==> src/rtl/rv32i_fetch_stage_if.sv <==
// Fetch-stage bus: instruction-memory request/response, decode handshake and branch redirect.
// The master modport is the fetch stage; the slave modport is memory, decode and branch logic together.
interface rv32i_fetch_stage_if #(
    parameter int WORD_SIZE         = 32,
    parameter int INSTRUCTION_WIDTH = 32
);
    logic                         o_imem_req;
    logic [WORD_SIZE-1:0]         o_imem_addr;
    logic                         i_imem_ready;
    logic                         i_imem_rvalid;
    logic [INSTRUCTION_WIDTH-1:0] i_imem_rdata;
    logic                         o_fetch_valid_send;
    logic                         i_decode_ready_recv;
    logic [INSTRUCTION_WIDTH-1:0] o_fetch_instruction;
    logic [WORD_SIZE-1:0]         o_fetch_instruction_pc;
    logic                         i_branch_redirect;
    logic [WORD_SIZE-1:0]         i_branch_target;
    logic                         o_fetch_misaligned;

    modport master (
        output o_imem_req, o_imem_addr,
        input  i_imem_ready, i_imem_rvalid, i_imem_rdata,
        output o_fetch_valid_send,
        input  i_decode_ready_recv,
        output o_fetch_instruction, o_fetch_instruction_pc,
        input  i_branch_redirect, i_branch_target,
        output o_fetch_misaligned
    );

    modport slave (
        input  o_imem_req, o_imem_addr,
        output i_imem_ready, i_imem_rvalid, i_imem_rdata,
        input  o_fetch_valid_send,
        output i_decode_ready_recv,
        input  o_fetch_instruction, o_fetch_instruction_pc,
        output i_branch_redirect, i_branch_target,
        input  o_fetch_misaligned
    );
endinterface

==> src/rtl/rv32i_fetch_stage.sv <==
// RV32I fetch stage: owns the PC, keeps one imem read in flight, and hands instructions to decode.
// Optional macro RV32I_FETCH_MISALIGN_TRAP_EN turns a misaligned redirect into a sticky halt.
module rv32i_fetch_stage #(
    parameter int                   WORD_SIZE         = 32,
    parameter int                   INSTRUCTION_WIDTH = 32,
    parameter logic [WORD_SIZE-1:0] RESET_PC          = '0
) (
    input  logic                 i_clk,
    input  logic                 i_rst,
    rv32i_fetch_stage_if.master  bus
);

    typedef enum logic [1:0] {
        FetchIdle,
        FetchRequest,
        FetchWait,
        FetchHold
    } fetch_state_e;

    fetch_state_e                 state_q, state_d;
    logic [WORD_SIZE-1:0]         pc_q, pc_d;
    logic [WORD_SIZE-1:0]         instr_pc_q, instr_pc_d;
    logic [INSTRUCTION_WIDTH-1:0] instr_q, instr_d;
    logic                         drop_q, drop_d;
    logic                         valid_q, valid_d;
    logic                         imem_req;
    logic                         handshake;
    logic                         redirect;
    logic [WORD_SIZE-1:0]         target;
    logic                         misaligned_set;
    logic                         trapped;

    assign redirect = bus.i_branch_redirect;

`ifdef RV32I_FETCH_MISALIGN_TRAP_EN
    logic misaligned_q;

    assign target         = bus.i_branch_target;
    assign misaligned_set = redirect && (target[1:0] != 2'b00);
    assign trapped        = misaligned_q;

    always_ff @(posedge i_clk or posedge i_rst) begin
        if (i_rst)               misaligned_q <= 1'b0;
        else if (misaligned_set) misaligned_q <= 1'b1;
    end

    assign bus.o_fetch_misaligned = misaligned_q;
`else
    // Without the trap, low target bits are simply ignored so the PC stays word aligned.
    assign target                 = bus.i_branch_target & ~WORD_SIZE'(3);
    assign misaligned_set         = 1'b0;
    assign trapped                = 1'b0;
    assign bus.o_fetch_misaligned = 1'b0;
`endif

    // A redirect cycle never transfers: the held word may be from the wrong path.
    assign bus.o_fetch_valid_send = valid_q & ~redirect;
    assign handshake              = bus.o_fetch_valid_send & bus.i_decode_ready_recv;

    always_comb begin
        // NOTE: every signal gets its hold value before the case, so no path infers a latch.
        state_d    = state_q;
        pc_d       = pc_q;
        drop_d     = drop_q;
        valid_d    = valid_q;
        instr_d    = instr_q;
        instr_pc_d = instr_pc_q;
        imem_req   = 1'b0;

        case (state_q)
            FetchIdle: begin
                if (!trapped) state_d = FetchRequest;
            end
            FetchRequest: begin
                imem_req = ~redirect;
                if (imem_req && bus.i_imem_ready) state_d = FetchWait;
            end
            FetchWait: begin
                if (bus.i_imem_rvalid) begin
                    if (!drop_q && !redirect) begin
                        instr_d    = bus.i_imem_rdata;
                        instr_pc_d = pc_q;
                        valid_d    = 1'b1;
                        state_d    = FetchHold;
                    end else begin
                        drop_d  = 1'b0;
                        state_d = FetchRequest;
                    end
                end else if (redirect) begin
                    // The in-flight response still has to be absorbed; mark it for discard.
                    drop_d = 1'b1;
                end
            end
            FetchHold: begin
                if (handshake) begin
                    pc_d    = pc_q + WORD_SIZE'(4);
                    valid_d = 1'b0;
                    state_d = FetchRequest;
                end
            end
            default: state_d = FetchIdle;
        endcase

        // Redirect overrides whatever the state logic chose for the PC and the held word.
        if (redirect) begin
            pc_d = target;
            if (state_q == FetchHold) begin
                valid_d = 1'b0;
                state_d = FetchRequest;
            end
        end

        if (misaligned_set) begin
            valid_d = 1'b0;
            drop_d  = 1'b0;
            state_d = FetchIdle;
        end
    end

    always_ff @(posedge i_clk or posedge i_rst) begin
        if (i_rst) begin
            state_q    <= FetchIdle;
            pc_q       <= RESET_PC;
            drop_q     <= 1'b0;
            valid_q    <= 1'b0;
            instr_q    <= '0;
            instr_pc_q <= '0;
        end else begin
            // NOTE: non-blocking updates so every register here samples the same pre-edge values.
            state_q    <= state_d;
            pc_q       <= pc_d;
            drop_q     <= drop_d;
            valid_q    <= valid_d;
            instr_q    <= instr_d;
            instr_pc_q <= instr_pc_d;
        end
    end

    assign bus.o_imem_req             = imem_req;
    assign bus.o_imem_addr            = pc_q;
    assign bus.o_fetch_instruction    = instr_q;
    assign bus.o_fetch_instruction_pc = instr_pc_q;

endmodule

==> src/flat_wrapper.sv <==
// flat-port wrapper written by rule: the top's interface ports become plain ports
module rv32i_fetch_stage_flat 
#(
    parameter int                   WORD_SIZE         = 32,
    parameter int                   INSTRUCTION_WIDTH = 32,
    parameter logic [WORD_SIZE-1:0] RESET_PC          = '0
)
  (i_clk, i_rst, bus_o_imem_req, bus_o_imem_addr, bus_i_imem_ready, bus_i_imem_rvalid, bus_i_imem_rdata, bus_o_fetch_valid_send, bus_i_decode_ready_recv, bus_o_fetch_instruction, bus_o_fetch_instruction_pc, bus_i_branch_redirect, bus_i_branch_target, bus_o_fetch_misaligned);
  rv32i_fetch_stage_if #(.WORD_SIZE(WORD_SIZE), .INSTRUCTION_WIDTH(INSTRUCTION_WIDTH)) bus_i ();
  input  logic i_clk;
  input  logic i_rst;
  output wire logic [$bits(bus_i.o_imem_req)-1:0] bus_o_imem_req;
  output wire logic [$bits(bus_i.o_imem_addr)-1:0] bus_o_imem_addr;
  input wire logic [$bits(bus_i.i_imem_ready)-1:0] bus_i_imem_ready;
  input wire logic [$bits(bus_i.i_imem_rvalid)-1:0] bus_i_imem_rvalid;
  input wire logic [$bits(bus_i.i_imem_rdata)-1:0] bus_i_imem_rdata;
  output wire logic [$bits(bus_i.o_fetch_valid_send)-1:0] bus_o_fetch_valid_send;
  input wire logic [$bits(bus_i.i_decode_ready_recv)-1:0] bus_i_decode_ready_recv;
  output wire logic [$bits(bus_i.o_fetch_instruction)-1:0] bus_o_fetch_instruction;
  output wire logic [$bits(bus_i.o_fetch_instruction_pc)-1:0] bus_o_fetch_instruction_pc;
  input wire logic [$bits(bus_i.i_branch_redirect)-1:0] bus_i_branch_redirect;
  input wire logic [$bits(bus_i.i_branch_target)-1:0] bus_i_branch_target;
  output wire logic [$bits(bus_i.o_fetch_misaligned)-1:0] bus_o_fetch_misaligned;
  assign bus_o_imem_req = bus_i.o_imem_req;
  assign bus_o_imem_addr = bus_i.o_imem_addr;
  assign bus_i.i_imem_ready = bus_i_imem_ready;
  assign bus_i.i_imem_rvalid = bus_i_imem_rvalid;
  assign bus_i.i_imem_rdata = bus_i_imem_rdata;
  assign bus_o_fetch_valid_send = bus_i.o_fetch_valid_send;
  assign bus_i.i_decode_ready_recv = bus_i_decode_ready_recv;
  assign bus_o_fetch_instruction = bus_i.o_fetch_instruction;
  assign bus_o_fetch_instruction_pc = bus_i.o_fetch_instruction_pc;
  assign bus_i.i_branch_redirect = bus_i_branch_redirect;
  assign bus_i.i_branch_target = bus_i_branch_target;
  assign bus_o_fetch_misaligned = bus_i.o_fetch_misaligned;
  rv32i_fetch_stage #(.WORD_SIZE(WORD_SIZE), .INSTRUCTION_WIDTH(INSTRUCTION_WIDTH), .RESET_PC(RESET_PC)) u_core (.i_clk(i_clk), .i_rst(i_rst), .bus(bus_i));
endmodule
==> config.mk <==
export PLATFORM = sky130hd
export DESIGN_NAME = rv32i_fetch_stage_flat
export DESIGN_NICKNAME = d
export VERILOG_FILES = /design/src/rtl/rv32i_fetch_stage_if.sv /design/src/rtl/rv32i_fetch_stage.sv /design/src/flat_wrapper.sv
export SDC_FILE = /design/constraint.sdc
export NUM_CORES = 1
export LEC_CHECK = 0
export CORE_UTILIZATION = 44
export CTS_CLUSTER_DIAMETER = 60
export DETAILED_ROUTE_END_ITERATION = 6
export PLACE_DENSITY = 0.79
export SLEW_MARGIN = 10
export SYNTH_ARGS = -nofsm -noshare
export SYNTH_HDL_FRONTEND = slang
export SYNTH_SLANG_ARGS = --single-unit
==> constraint.sdc <==
create_clock -name i_clk -period 4.6 [get_ports i_clk]
set_input_delay 1.15 -clock i_clk [delete_from_list [all_inputs] [get_ports i_clk]]
set_output_delay 1.15 -clock i_clk [all_outputs]
set_load 0.01 [all_outputs]
==> results.sh <==
export IMPL_placed_area_mm2=0.00601
export IMPL_route_vias_total=3423
export IMPL_die_area_mm2=0.0102
export IMPL_cp_max_fo=3
export IMPL_drcViolationCount=0
export IMPL_synth_area_mm2=0.00430
export IMPL_post_cts_resized=0
export IMPL_synth_edf_count=0
export IMPL_die_h_um=101
export IMPL_area_growth_pct=45.2
export IMPL_wl_per_cell_um=15.6
export IMPL_cap_violations=0
export IMPL_status="finished, final reports clean"
export IMPL_clock_skew_ns=0.0195
export IMPL_hold_class="flop to flop"
export IMPL_min_period_ns=3.63
export IMPL_synth_flop_cell="dfrtp_1"
export IMPL_cts_max_level=3
export IMPL_seq_area_frac_synth_pct=55.9
export IMPL_hold_ws_ns=0.511
export IMPL_fin_area_mm2=0.00624
export IMPL_worst_ep_arrival_time_ns=2.48
export IMPL_p_leak_nw=2.64
export IMPL_clock_latency_ns=0.36
export IMPL_rsz0062_at_grt="false"
export IMPL_synth_async_reset_ratio_pct=100
export IMPL_worstMarginPinSlew_ns=1.09
export IMPL_core_area_mm2=0.00937
export IMPL_start_util_pct=45.9
export IMPL_seqPwrFrac_pct=43.7
export IMPL_path_class="primary input to output port"
export IMPL_drive_gt1_share_pct=16.8
export IMPL_grt_max_degree=47
export IMPL_first_global_vias=3415
export IMPL_hold_viol_final=0
export IMPL_combPwrFrac_pct=34.1
export IMPL_setup_violations_final=0
export IMPL_p_total_mw=2.83
export IMPL_intPower_mw=2.03
export IMPL_track_usage_pct=21.1
export IMPL_cts_buffers=9
export IMPL_finalNetCount=590
export IMPL_wirelength_mm=10.2
export IMPL_ctsHoldBuffers=0
export IMPL_synth_cells=362
export IMPL_cp_start_kind="primary input"
export IMPL_powerDensity_mw_per_mm2=453
export IMPL_antenna_found_initial=0
export IMPL_synth_distinct_cells=42
export IMPL_postCtsSetupBuffers=0
export IMPL_finalSetupTns_ns=0
export IMPL_antenna_cells=0
export IMPL_hpwl_mm=7.36
export IMPL_gp_congestion=0.724
export IMPL_max_freq_ghz=0.276
export IMPL_syn_avg_cell_area_um2=11.9
export IMPL_io_pins=169
export IMPL_cts_root_buf="clkbuf_8"
export IMPL_numPortBuffers=161
export IMPL_cts_buffer_depth=2
export IMPL_dr_pass1_iters=4
export IMPL_clock_sinks=96
export IMPL_synth_seq_cells=96
export IMPL_period_share_pct=78.9
export IMPL_num_rows=35
export IMPL_peakVddDrop_mv=0.259
export IMPL_cts_tree="done"
export IMPL_netSwitchingFraction_pct=28.1
export IMPL_grt_pass1_wl_mm=16.8
export IMPL_avgViaCountPerCell=5.24
export IMPL_path_clk_slew_ns=0.09
export IMPL_power_switching_uw=796
export IMPL_end_kind="output port"
export IMPL_slew_headroom_pct=27.6
export IMPL_grt_overflow_total=0
export IMPL_p_clk_share_pct=22.2
export IMPL_final_max_slew_viol_count=0
export IMPL_final_antenna_net_count=0
export IMPL_die_width_um=101
export IMPL_yosysWarnings=0
export IMPL_drt_initial_drc_count=129
export IMPL_critPathRequiredTime_ns=3.45
[final cells by class]
class	count	area, um2
flip-flops and latches	96	2400
well taps	129	161
clock inverters	5	86.3
multi-input cells	234	1750
clock buffers	11	141
repair buffers	166	1650
inverters	12	47.5
fillers	746	3130
[metrics by stage]
| step | setup slack [ns] | utilization, % | instances |
|---|---|---|---|
| 2_1_floorplan | 0.945 | - | 366 |
| 3_3_place_gp | 0.930 | 64.2 | 637 |
| 3_5_place_dp | 0.973 | 64.2 | 637 |
| 4_1_cts | 0.951 | 66.6 | 653 |
| 5_1_grt | 0.865 | 66.6 | 653 |
| 6_report | 0.971 | 66.6 | 653 |
[final timing paths]
check	startpoint	end	slack, ns	cells past startpoint
hold reg to reg	u_core.bus.o_fetch_instruction_pc[23]	u_core.bus.o_fetch_instruction_pc[23]	0.51	1
max in group asynchronous	i_rst	u_core.bus.o_imem_addr[7]	2.64	3
hold / removal	u_core.bus.o_fetch_instruction_pc[23]	u_core.bus.o_fetch_instruction_pc[23]	0.51	1
setup / recovery	bus_i_branch_redirect	bus_o_imem_req	0.97	3
min in group asynchronous	i_rst	u_core.bus.o_fetch_instruction[19]	1.19	2
setup reg to reg	u_core.bus.o_imem_addr[2]	u_core.bus.o_imem_addr[28]	2.17	5
[cell usage after synthesis, types with 3 or more instances]
library cell / n / share of area (%)
inv_1: 11 / 0.96
nor3_1: 3 / 0.35
nand3_1: 10 / 1.2
nand2_1: 21 / 1.8
clkbuf_1: 15 / 1.3
or4_1: 13 / 2.3
and4_1: 6 / 1.2
nand4_1: 6 / 0.87
nor2_1: 19 / 1.7
dfrtp_1: 96 / 56
o31ai_1: 11 / 1.9
xnor2_1: 6 / 1.2
a31oi_1: 18 / 2.6
nor4_1: 3 / 0.44
mux2_2: 63 / 16
buf_4: 5 / 0.87
or3_1: 5 / 0.73
o21ai_0: 12 / 1.4
a21oi_1: 5 / 0.58
a21o_1: 5 / 0.87
[power groups by stage]
| stage | Sequential [mW] | Combinational (mW) | Clock, mW |
|---|---|---|---|
| 3_3_place_gp | 1.24 | 0.952 | 0 |
| 5_1_grt | 1.27 | 1.03 | 0.678 |
| 3_5_place_dp | 1.25 | 0.970 | 0 |
| 6_report | 1.24 | 0.964 | 0.627 |
| 2_1_floorplan | 1.34 | 0.275 | 0 |
| 4_1_cts | 1.24 | 0.975 | 0.642 |
[critical path, cell delays in order]
cell,delay (ns)
clkdlybuf4s50_1,0.45
nor3b_1,0.27
clkdlybuf4s50_1,0.60
[per-layer routing]
layer | routed length (um) | GRT usage, % | up-vias
li1 | - | - | 1624
met1 | 4310 | 27.1 | 1680
met2 | 5070 | 35.0 | 110
met3 | 771 | 7.00 | 9
met4 | 68 | 4.24 | 0
met5 | 0 | 0 | -
[cell usage in the layout (no fill, tap or decap), types with 6 or more instances in the layout]
master / n
or4_1: 13
clkdlybuf4s50_1: 161
nand2_1: 21
o31ai_1: 11
o21ai_0: 12
nor2_1: 19
and4_1: 6
a31oi_1: 18
dfrtp_1: 96
clkbuf_8: 10
mux2_2: 63
inv_1: 10
nand4_1: 6
xnor2_1: 6
nand3_1: 10
[flip-flops by register name, summed over array words and instances (netlist names)]
signal / flops
u_core.bus.o_imem_addr: 30
u_core.valid_q: 1
u_core.state_q: 2
u_core.bus.o_fetch_instruction_pc: 30
u_core.drop_q: 1
u_core.bus.o_fetch_instruction: 32
[logic make-up after synthesis]
| kind of cell | after synthesis | synth area share (%) |
|---|---|---|
| buf+inv | 36 | 3.81 |
| simple gates | 97 | 12.6 |
| xor+xnor | 8 | 1.63 |
| flops | 96 | 55.9 |
| compound gates | 58 | 8.73 |
| mux | 65 | 17.0 |
| fa+ha+maj | 1 | 0.291 |
| other cells | 1 | 0.0872 |
No activity file was read; power rests on OpenSTA's default activity.
